## src/rtl/isa_pkg.sv

```systemverilog
// Shared definitions for the ISA I/O cycle engine: FSM encoding, control
// register bit positions and default bus timing.
package isa_pkg;

  typedef enum logic [2:0] {
    ST_IDLE   = 3'd0,
    ST_ADDR   = 3'd1,
    ST_STROBE = 3'd2,
    ST_HOLD   = 3'd3,
    ST_DONE   = 3'd4
  } isa_state_e;

  localparam int unsigned CTRL_GO   = 0;
  localparam int unsigned CTRL_DIR  = 1;
  localparam int unsigned CTRL_WIDE = 2;

  localparam int unsigned DEF_T_SETUP  = 2;
  localparam int unsigned DEF_T_STROBE = 6;
  localparam int unsigned DEF_T_HOLD   = 1;
  localparam int unsigned DEF_TIMEOUT  = 1024;

endpackage

```

## src/rtl/sync_2ff.sv

```systemverilog
// Two-flop synchronizer for asynchronous ISA bus inputs; width and reset
// value are parameters so it can be reused for other bus signals.
module sync_2ff #(
  parameter int unsigned W       = 1,
  parameter logic [W-1:0] RST_VAL = '0
) (
  input  logic         clk,
  input  logic         reset,
  input  logic [W-1:0] d_i,
  output logic [W-1:0] q_o
);

  logic [W-1:0] meta_q;
  logic [W-1:0] sync_q;

  always_ff @(posedge clk) begin
    if (reset) begin
      meta_q <= RST_VAL;
      sync_q <= RST_VAL;
    end else begin
      meta_q <= d_i;
      sync_q <= meta_q;
    end
  end

  assign q_o = sync_q;

endmodule

```

## src/rtl/isa_cycle_engine.sv

```systemverilog
// ISA I/O cycle generator: one read or write bus cycle per rising edge of
// the go bit, with BALE setup, iochrdy-extended strobe, hold and timeout.
module isa_cycle_engine
  import isa_pkg::*;
#(
  parameter int unsigned T_SETUP  = DEF_T_SETUP,
  parameter int unsigned T_STROBE = DEF_T_STROBE,
  parameter int unsigned T_HOLD   = DEF_T_HOLD,
  parameter int unsigned TIMEOUT  = DEF_TIMEOUT
) (
  input  logic        clk,
  input  logic        reset,
  input  logic [15:0] addr_in,
  input  logic [15:0] wdata_in,
  input  logic [7:0]  ctrl_in,
  output logic [15:0] isa_sa,
  output logic        isa_bale,
  output logic        isa_sbhe_n,
  output logic        isa_ior_n,
  output logic        isa_iow_n,
  output logic [15:0] isa_sd_out,
  output logic        isa_sd_oe,
  input  logic [15:0] isa_sd_in,
  input  logic        isa_iochrdy,
  output logic [15:0] rdata,
  output logic        rdata_load,
  output logic        busy,
  output logic        done,
  output logic        timeout_err
);

  localparam int unsigned CW = $clog2(TIMEOUT + 1);
  localparam logic [CW-1:0] ONE_C     = CW'(1);
  localparam logic [CW-1:0] SETUP_C   = CW'(T_SETUP);
  localparam logic [CW-1:0] STROBE_C  = CW'(T_STROBE);
  localparam logic [CW-1:0] HOLD_C    = CW'(T_HOLD);
  localparam logic [CW-1:0] TIMEOUT_C = CW'(TIMEOUT);

  isa_state_e    state_q, state_d;
  logic [CW-1:0] cnt_q, cnt_d;
  logic          go_q, armed_q, start_q;
  logic [15:0]   addr_q, wdata_q, rdata_q;
  logic          dir_q, wide_q;
  logic          rdata_load_q, timeout_err_q;
  logic          rdy_s;
  logic          start_edge, strobe_exit, strobe_tmo, in_cycle;
  logic          unused_ctrl;

  assign unused_ctrl = ^ctrl_in[7:3];

  sync_2ff #(.W(1), .RST_VAL(1'b0)) u_sync_rdy (
    .clk   (clk),
    .reset (reset),
    .d_i   (isa_iochrdy),
    .q_o   (rdy_s)
  );

  // armed_q stays low until go is seen low after reset, so a go level held
  // through reset never looks like a fresh edge.
  assign start_edge = ctrl_in[CTRL_GO] & ~go_q & armed_q & ~start_q
                    & (state_q == ST_IDLE);

  always_comb begin
    state_d     = state_q;
    cnt_d       = cnt_q;
    strobe_exit = 1'b0;
    strobe_tmo  = 1'b0;
    case (state_q)
      ST_IDLE: begin
        if (start_q) begin
          state_d = ST_ADDR;
          cnt_d   = ONE_C;
        end
      end
      ST_ADDR: begin
        if (cnt_q >= SETUP_C) begin
          state_d = ST_STROBE;
          cnt_d   = ONE_C;
        end else begin
          cnt_d = cnt_q + ONE_C;
        end
      end
      ST_STROBE: begin
        if (cnt_q >= STROBE_C && rdy_s) begin
          strobe_exit = 1'b1;
        end else if (cnt_q >= TIMEOUT_C) begin
          strobe_exit = 1'b1;
          strobe_tmo  = 1'b1;
        end else begin
          cnt_d = cnt_q + ONE_C;
        end
        if (strobe_exit) begin
          state_d = ST_HOLD;
          cnt_d   = ONE_C;
        end
      end
      ST_HOLD: begin
        if (cnt_q >= HOLD_C) begin
          state_d = ST_DONE;
        end else begin
          cnt_d = cnt_q + ONE_C;
        end
      end
      ST_DONE: state_d = ST_IDLE;
      default: state_d = ST_IDLE;
    endcase
  end

  always_ff @(posedge clk) begin
    if (reset) begin
      state_q       <= ST_IDLE;
      cnt_q         <= '0;
      go_q          <= 1'b0;
      armed_q       <= 1'b0;
      start_q       <= 1'b0;
      addr_q        <= '0;
      wdata_q       <= '0;
      dir_q         <= 1'b0;
      wide_q        <= 1'b0;
      rdata_q       <= '0;
      rdata_load_q  <= 1'b0;
      timeout_err_q <= 1'b0;
    end else begin
      state_q      <= state_d;
      cnt_q        <= cnt_d;
      go_q         <= ctrl_in[CTRL_GO];
      start_q      <= start_edge;
      rdata_load_q <= strobe_exit & ~dir_q;
      if (!ctrl_in[CTRL_GO]) armed_q <= 1'b1;
      if (start_edge) begin
        addr_q        <= addr_in;
        wdata_q       <= wdata_in;
        dir_q         <= ctrl_in[CTRL_DIR];
        wide_q        <= ctrl_in[CTRL_WIDE];
        timeout_err_q <= 1'b0;
      end
      if (strobe_exit && !dir_q) begin
        if (strobe_tmo)  rdata_q <= 16'hFFFF;
        else if (wide_q) rdata_q <= isa_sd_in;
        else             rdata_q <= {8'h00, isa_sd_in[7:0]};
      end
      if (strobe_tmo) timeout_err_q <= 1'b1;
    end
  end

  assign in_cycle    = (state_q == ST_ADDR) || (state_q == ST_STROBE)
                     || (state_q == ST_HOLD);
  assign isa_sa      = addr_q;
  assign isa_bale    = (state_q == ST_ADDR);
  assign isa_sbhe_n  = in_cycle ? ~wide_q : 1'b1;
  assign isa_ior_n   = ~((state_q == ST_STROBE) & ~dir_q);
  assign isa_iow_n   = ~((state_q == ST_STROBE) & dir_q);
  assign isa_sd_oe   = in_cycle & dir_q;
  assign isa_sd_out  = wdata_q;
  assign rdata       = rdata_q;
  assign rdata_load  = rdata_load_q;
  assign busy        = (state_q != ST_IDLE);
  assign done        = (state_q == ST_DONE);
  assign timeout_err = timeout_err_q;

endmodule

```

## config.mk

```make
export PLATFORM = sky130hd
export DESIGN_NAME = isa_cycle_engine
export DESIGN_NICKNAME = d
export VERILOG_FILES = /design/src/rtl/isa_pkg.sv /design/src/rtl/sync_2ff.sv /design/src/rtl/isa_cycle_engine.sv
export SDC_FILE = /design/constraint.sdc
export NUM_CORES = 1
export LEC_CHECK = 0
export BUFFER_PORTS_ARGS = -buffer_cell sky130_fd_sc_hd__buf_2
export CELL_PAD_IN_SITES_DETAIL_PLACEMENT = 0
export CELL_PAD_IN_SITES_GLOBAL_PLACEMENT = 1
export CORE_ASPECT_RATIO = 0.7
export CORE_MARGIN = 10
export CORE_UTILIZATION = 31
export CTS_CLUSTER_SIZE = 20
export DETAILED_ROUTE_END_ITERATION = 12
export GPL_TIMING_DRIVEN = 0
export PLACE_DENSITY_LB_ADDON = 0.1
export SYNTH_ARGS = -nofsm -noshare
export SYNTH_HDL_FRONTEND = slang
export SYNTH_SLANG_ARGS = --single-unit
```

## constraint.sdc

```tcl
create_clock -name clk -period 2.3 [get_ports clk]
set_input_delay 0.345 -clock clk [delete_from_list [all_inputs] [get_ports clk]]
set_output_delay 0.345 -clock clk [all_outputs]
set_load 0.1 [all_outputs]
```

==> results of run 1 <==
-- repair_timing --
item,4_1_cts,5_1_grt
endpoints found under the hold margin,0,0
setup endpoints to repair,50,49
pin swaps,0,3
setup buffers,0,4
gates resized for setup,10,20
-- cells in the mapped netlist, types with 2 or more instances --
master,count
nor3_1,6
o41ai_1,2
and4_1,2
o21ai_0,3
buf_2,6
nor3b_1,2
or4b_1,2
nor2b_1,4
or4_4,2
or4_1,6
a21oi_1,46
o31ai_1,6
nor2_1,15
nor4_1,5
nand2_1,75
and2_1,3
clkbuf_1,19
nand4_1,4
dfxtp_1,71
a221oi_1,8
ha_1,3
a211oi_1,16
nand3_1,4
a31o_2,3
or3_1,2
inv_1,23
-- cell type report --
cell class | count | area [um^2]
fillers | 928 | 5060
multi-input cells | 235 | 1460
flip-flops and latches | 71 | 1430
repair buffers | 113 | 576
clock buffers | 11 | 243
well taps | 124 | 155
plain buffers | 24 | 131
inverters | 23 | 86.3
clock inverters | 5 | 33.8
diodes | 1 | 2.50
-- cell families (layout without fill, tap and decap cells) --
| logic type | Yosys count | after routing | share of synthesized area (%) |
|---|---|---|---|
| other | 0 | 1 | 0 |
| buffers and inverters | 49 | 176 | 6.72 |
| adders and majority gates | 3 | 3 | 1.27 |
| AOI/OAI and AO/OA | 93 | 93 | 21.2 |
| DFF | 71 | 71 | 48.0 |
| and+or+nand+nor | 139 | 139 | 22.8 |
-- cell usage in the layout, fill, tap and decap left out, types with 7 or more instances in the layout --
master,count
buf_2,111
nand2_1,75
dfxtp_1,68
a21oi_1,46
inv_1,23
a211oi_1,16
nor2_1,15
clkbuf_1,12
clkbuf_16,9
buf_4,7
a221oi_1,7
-- flip-flops by register name (all words and copies together), names as in the netlist --
name	cells
rdata_load	1
u_sync_rdy.q_o	1
go_q	1
isa_sd_out	16
wide_q	1
dir_q	1
start_q	1
armed_q	1
u_sync_rdy.meta_q	1
rdata	16
cnt_q	11
timeout_err	1
isa_sa	16
state_q	3
-- routing by layer --
metal | vias up | share of wire [%] | GRT usage, %
met5 | - | 0 | 0
met4 | 0 | 1.1 | 4.12
met3 | 8 | 9.7 | 7.76
met2 | 94 | 43 | 19.2
met1 | 1354 | 46 | 17.1
li1 | 1496 | - | -
-- through the flow --
stage / power (mW) / setup TNS [ns] / instance area (um^2)
2_1_floorplan: 2.16 / 0 / 2990
3_3_place_gp: 2.39 / -1.46 / 3690
4_1_cts: 3.71 / -0.597 / 4000
5_1_grt: 3.96 / -0.0336 / 4120
3_5_place_dp: 2.39 / -2.54 / 3690
6_report: 3.76 / 0 / 4120
-- worst max-delay path by stage --
stage / end / from
2_1_floorplan: cnt_q[1] / state_q[2]
3_3_place_gp: cnt_q[7] / cnt_q[1]
3_5_place_dp: cnt_q[7] / cnt_q[1]
4_1_cts: wide_q / state_q[1]
5_1_grt: cnt_q[7] / cnt_q[1]
6_report: cnt_q[7] / cnt_q[1]
-- power breakdown --
group          total, mW  internal [mW]  switching (mW)
registers           1.36           1.30          0.0593
clock network       1.27          0.757           0.516
logic               1.13          0.320           0.809
total               3.76           2.38            1.38
==> results.md, run 1 <==
* Status: finished clean
* Achievable Freq at 445 MHz
* Endpoints failing setup at 0
* CTS buffer count at 9
* Crit-path cells: inv_1 -> ha_1 -> nor4_4 -> a31oi_4 -> buf_4 -> or4b_1 -> a221oi_2
* Clock sinks at 71
* Total grt overflow at 0
* Vias at roughly 3.0k
* Worst hold stages at 2
* Ratio of cells with drive above 1 in the final layout at between 30% and 40%
* Core Box Area at a little over 0.009 mm^2
* Share of the synthesized area in the top cell type at 48.0%
* Critical Path AT at 2.48 ns
* Vias per cell at slightly below 5
* CP Depth at 7
* Util after Layout at ~45%
* Tmin final at around 2.2 ns
* Leakage Power at 1.68 nW
* Syn_nets at 417
* Kind of critical path: reg -> reg
* Max IR drop VDD at between 0.3 and 0.4 mV
* Worst Setup Start Kind: flop
* Initial antenna violation count at 1
* Worst hold slack at 0.221 ns
* Crit-path leading delay family: simple AND/OR/NAND/NOR gates
* First-pass GRT wire length at 14.8 mm
* Slowest Stage Delay on Critical Path at 0.54 ns
* Ys flop type: dfxtp_1
* Die Wd at 137 um
* R2R depth at 7
* IO Count at 116
* Final nets at around 540
* Crit path max-delay cell type: or4b_1
* Starting Density at 32.2%
* Hold EP: armed_q
* Critical path buffer and inverter count at 2
* Clock Path Buffers at 2
* Largest net degree at the start of global routing at 13
* DR pass1 iterations at 4
* Synth unique cells at 43
* Clk_lat worst skew at 0.33 ns
* Number of synthesized register bits at 71
* HPWL Detailed at 7.02 mm
* Clk_skew at 0.00576 ns
* Fin. max-slew vios at 0
* Mapped Area at 0.00296 mm^2
* Area leader, netlist: dfxtp_1
* Finished Layout Cells at 607
* Max transition margin at 59.3%
* Number of enable flip-flop cells after synthesis at 0
* I/O Buffers at 109
* CP endpoint kind: flop
* Worst Path Required at 2.54 ns
* Setup slack, reg-to-reg at 0.05 ns
* Synth async-reset ratio at 0%
* R2r endpoint: cnt_q[7]
* RePlAce Congestion at around 0.8
* Worst-margin pin slew at 0.610 ns
* Worst Hold Class: in -> reg
* Vias in the first global route at ~2.8k
* Total wire length at 9.61 mm
* H-tree Lvls at 3
* DR iter-0 viols at roughly 110
* Gr usage total at 13.6%
* Max-Cap Viols at 0
* Cell count after synthesis at 355
* Post-Place Worst Slack at -0.161 ns
* Part of the Yosys area used for sequential elements at 48.0%
* Crit Reg-Reg Startpoint: cnt_q[1]
* Warnings, synthesis at 0
* Syn Area/Cell at 8.34 um^2
* PD cells at ~910 mW/mm^2
* Crit-path max FO at 10
* Final period utilization at 97.6%
* Antenna-violating nets left at 0
* Area grow syn2layout at 39.1%
* Die H at 102 um
* Clock Pin Slew Worst Setup and Hold Paths at 0.06 ns
* DP Cell Count at 588
* Root buffer cell: clkbuf_16
* Final WS setup at 0.0545 ns
* Row cnt at 29
* CTS hold repair buffers at 0
* TritonCTS clock tree: yes
* Die area at approximately 0.014 mm^2
* Hold path startpoint: ctrl_in[0]
* Synth top area cells: dfxtp_1 (48%), nand2_1 (9.5%), a21oi_1 (7.8%)
* Wire per inst at 15.8 um
* Final hold viol count at 0
* Post-route DRC violation count at 0
(Power assumes the default switching activity.)
==> run 2: changes to the inputs <==
Settings changed: RECOVER_POWER set to 100.
==> results.md, run 2 (synthesis results as in run 1) <==
* Status: finished clean
* Critical Path AT at 2.48 ns
* Worst Hold Class: in -> reg
* Starting Density at 32.2%
* Crit-path max FO at 10
* Vias per cell at 4.86
* CTS buffer count at 9
* Worst-margin pin slew at about 1.2 ns
* Critical path buffer and inverter count at 2
* Vias in the first global route at 2806
* Psw at 1.38 mW
* Row cnt at 29
* Post-route DRC violation count at 0
* DR iter-0 viols at 131
* Crit Reg-Reg Startpoint: cnt_q[1]
* Final period utilization at 97.3%
* Area grow syn2layout at 37.0%
* Clock Pin Slew Worst Setup and Hold Paths at 0.06 ns
* Largest net degree at the start of global routing at 13
* Final nets at 539
* Core Box Area at around 0.0092 mm^2
* Die Wd at about 140 um
* Net Sw Frac at between 30 and 40%
* PD cells at 924 mW/mm^2
* Gate power share at 29.8%
* Kind of critical path: reg -> reg
* I/O Buffers at 109
* H-tree Lvls at 3
* Most frequent cells in the layout: nand2_1 (75), dfxtp_1 (68), clkbuf_1 (62), buf_2 (61), a21oi_1 (46)
* Slowest Stage Delay on Critical Path at 0.54 ns
* Crit path from: cnt_q[1]
* Endpoints failing setup at 0
* Wire per inst at 15.8 um
* Crit path max-delay cell type: or4b_1
* Worst Path Required at about 2.5 ns
* DR pass1 iterations at 4
* Flop pwr share at 36.3%
* HPWL Detailed at 7.02 mm
* Crit-path leading delay family: simple AND/OR/NAND/NOR gates
* Clock sinks at between 70 and 80
* Final hold viol count at 0
* P_int at 2.37 mW
* Die area at ~0.014 mm^2
* Worst Setup Start Kind: flop
* Initial antenna violation count at 1
* Leakage Power at 1.46 nW
* CTS hold repair buffers at 0
* Fin. max-slew vios at 0
* Worst hold slack at around 0.22 ns
* Max IR drop VDD at about 0.37 mV
* TritonCTS clock tree: yes
* Clk_skew at 0.00594 ns
* Util after Layout at around 44%
* Die H at 102 um
* Vias at between 2k and 3k
* IO Count at 116
* Clk network pwr share at 33.9%
* Total grt overflow at 0
* CP endpoint kind: flop
* Max transition margin at between 10% and 20%
* Achievable Freq at between 400 and 500 MHz
* Max-Cap Viols at 0
* Tmin final at 2.24 ns
* Most common cell after layout, fill and taps aside: nand2_1
* Ratio of cells with drive above 1 in the final layout at between 20% and 30%
* Antenna-violating nets left at 0
* Hold path startpoint: ctrl_in[0]
* Total wire length at 9.59 mm
* Clk_lat worst skew at 0.33 ns
* Gr usage total at 13.6%
* RePlAce Congestion at 0.805
* First-pass GRT wire length at 14.8 mm
* Crit-path cells: inv_1 -> ha_1 -> nor4_4 -> a31oi_4 -> buf_4 -> or4b_1 -> a221oi_2
* Root buffer cell: clkbuf_16
* Clock Path Buffers at 2
[run 2: cell types whose count changed in the layout (fill, tap and decap cells not counted), sizes merged]
cell	previous run	this run
clkbuf	29	79
buf	119	69
[run 2: cell type report]
class	count	area [um^2]
diodes	1	2.50
plain buffers	24	131
clock buffers	11	243
clock inverters	5	33.8
fillers	947	5120
inverters	23	86.3
multi-input cells	235	1460
flip-flops and latches	71	1430
well taps	124	155
repair buffers	113	513
[run 2: final timing paths]
kind         cells after the start             end  slack, ns
max                              7        cnt_q[7]       0.06
min                              2         armed_q       0.22
max reg2reg                      7        cnt_q[7]       0.06
min reg2reg                      1  u_sync_rdy.q_o       0.44
[run 2: power by group through the flow]
| stage | clock [mW] | sequential (mW) | combinational [mW] |
|---|---|---|---|
| 6_report | 1.27 | 1.36 | 1.12 |
| 3_5_place_dp | 0 | 1.37 | 1.02 |
| 3_3_place_gp | 0 | 1.37 | 1.02 |
| 2_1_floorplan | 0 | 1.59 | 0.567 |
| 4_1_cts | 1.32 | 1.35 | 1.04 |
| 5_1_grt | 1.38 | 1.37 | 1.20 |
[run 2: repair_timing]
action,CTS,global route
gates cloned,0,0
gates resized for setup,10,20
endpoints found under the setup margin,50,49
hold endpoints to repair,0,0
pin swaps,0,3
buffers inserted,0,4
[run 2: per-layer routing]
metal	wire length (um)	GRT usage (%)
met3	951	7.76
met2	4180	19.2
met4	95	4.12
met5	0	0
met1	4360	17.1
[run 2: metrics by stage]
| step | cell area (um^2) | total power [mW] | instances | TNS, ns | setup slack [ns] |
|---|---|---|---|---|---|
| 6_report | 4060 | 3.75 | 607 | 0 | 0.0611 |
| 3_3_place_gp | 3690 | 2.39 | 588 | -1.46 | -0.232 |
| 3_5_place_dp | 3690 | 2.39 | 588 | -2.54 | -0.161 |
| 2_1_floorplan | 2990 | 2.16 | 355 | 0 | 0.0380 |
| 5_1_grt | 4050 | 3.95 | 606 | -0.0336 | -0.0336 |
| 4_1_cts | 4000 | 3.71 | 603 | -0.597 | -0.0515 |
==> run 3: changes to the inputs <==
Settings changed: CELL_PAD_IN_SITES_GLOBAL_PLACEMENT 1 to 2, CORE_UTILIZATION 31 to 24.
==> results.md, run 3 (synthesis results as in run 1) <==
* Crit path from: cnt_q[6]
* CTS hold repair buffers at 0
* Setup repair after global routing missed its margin: false
* Fin. max-slew vios at 0
* Critical Path AT at 2.45 ns
* Most frequent cells in the layout: nand2_1 (75), dfxtp_1 (69), clkbuf_1 (62), buf_2 (53), a21oi_1 (46)
* Wire per inst at 16.1 um
* Antenna-violating nets left at 0
* Total power at 3.91 mW
* DP Cell Count at a little over 600
* Core Box Area at 0.0119 mm^2
* RePlAce Congestion at 0.729
* Vias in the first global route at 2968
* Clk network pwr share at around 37%
* Worst Hold Class: in -> reg
* First-pass GRT wire length at 16.2 mm
* Clk_lat worst skew at between 0.3 and 0.4 ns
* Die area at 0.0172 mm^2
* DR pass1 iterations at 4
* Kind of critical path: reg -> reg
* Footprint of the multi-input gates at 0.00147 mm^2
* Initial antenna violation count at 2
* Leakage Power at between 1 and 1.5 nW
* Ratio of cells with drive above 1 in the final layout at 23.8%
* HPWL Detailed at 7.64 mm
* DR iter-0 viols at 143
* Final hold viol count at 0
* Clock sinks at 71
* Achievable Freq at 449 MHz
* Clock Path Buffers at 2
* Vias per cell at 4.66
* Total grt overflow at 0
* CTS buffer count at 9
* Worst hold slack at 0.222 ns
* Clock Pin Slew Worst Setup and Hold Paths at 0.06 ns
* H-tree Lvls at 3
* Max transition margin at 16.6%
* Ant. Diodes at 0
* Area grow syn2layout at 39.1%
* FILL cells at 1338
* Flop pwr share at 34.9%
* I/O Buffers at 109
* Max IR drop VDD at 0.348 mV
* Max-Cap Viols at 0
* Clk_skew at 0.00912 ns
* Row cnt at 33
* Final period utilization at a little over nine tenths
* Starting Density at 24.9%
* Psw at roughly 1.4 mW
* Status: finished clean
* Die H at 113 um
* Sequential cell area at 0.00143 mm^2
* Vias at 2971
* Gate power share at 28.2%
* Worst-margin pin slew at 1.26 ns
* PD cells at 950 mW/mm^2
* Crit-path max FO at 10
* Worst Setup Start Kind: flop
* Most common cell after layout, fill and taps aside: nand2_1
* IO Count at between 100 and 150
* Worst Path Required at around 2.5 ns
* Total wire length at 10.3 mm
* Finished Layout Cells at 637
* Post-route DRC violation count at 0
* Gr usage total at 11.5%
* CP endpoint kind: flop
* Endpoints failing setup at 0
* Die Wd at 153 um
* Largest net degree at the start of global routing at 13
* Tmin final at approximately 2.2 ns
* P_int at 2.49 mW
* Net Sw Frac at 36.4%
* Crit Reg-Reg Startpoint: cnt_q[6]
* TritonCTS clock tree: yes
* Final nets at 537
* Root buffer cell: clkbuf_16
* Hold path startpoint: ctrl_in[0]
run 3: path summary, 6_finish.rpt:
check | to | slack, ns | cells past startpoint
min | armed_q | 0.22 | 2
min reg2reg | u_sync_rdy.q_o | 0.43 | 1
max | cnt_q[3] | 0.08 | 5
max reg2reg | cnt_q[3] | 0.08 | 5
run 3: repair_timing:
item                       CTS  global route
gates resized for setup     19            13
pin swaps                    0             1
setup endpoints to repair   55            41
buffers inserted             0             1
run 3: critical path: stages (launching register included):
cell and delay [ns]:
dfxtp_1 0.37, or4_4 0.62, o31a_1 0.41, o211a_1 0.26, buf_6 0.16, a221oi_1 0.29
run 3: area by class of cell:
type                            instances  area share, %
Clock buffer                           11           6.14
Multi-Input combinational cell        235           35.7
Timing Repair Buffer                  110           11.9
Sequential cell                        71           34.7
Tap cell                              157           4.77
Clock inverter                          5           1.37
Inverter                               23           2.10
Buffer                                 25           3.37
run 3: power groups by stage:
stage / registers (mW) / logic, mW / clock network [mW]
after floorplan: 1.59 / 0.567 / 0
after global placement: 1.37 / 1.04 / 0
after global routing: 1.37 / 1.19 / 1.54
after CTS: 1.36 / 1.10 / 1.50
after detailed placement: 1.37 / 1.04 / 0
final: 1.36 / 1.10 / 1.44
run 3: layer usage:
layer  up-vias  GRT usage (%)  share of wire, %
li1       1484              -                 -
met1      1392           14.6                47
met2        83           16.7                42
met3        10           6.21               9.5
met4         2           3.11              0.94
met5         -              0              0.13
run 3: metrics by stage:
| step | setup slack [ns] | area [um^2] | utilization, % | setup TNS, ns |
|---|---|---|---|---|
| after floorplan | 0.0380 | 2990 | - | 0 |
| final | 0.0752 | 4120 | 34.6 | 0 |
| after global routing | 0.00173 | 4120 | 34.6 | 0 |
| after CTS | -0.00234 | 4120 | 34.7 | -0.00234 |
| after detailed placement | -0.305 | 3730 | 31.3 | -5.73 |
| after global placement | -0.263 | 3730 | 31.3 | -5.93 |
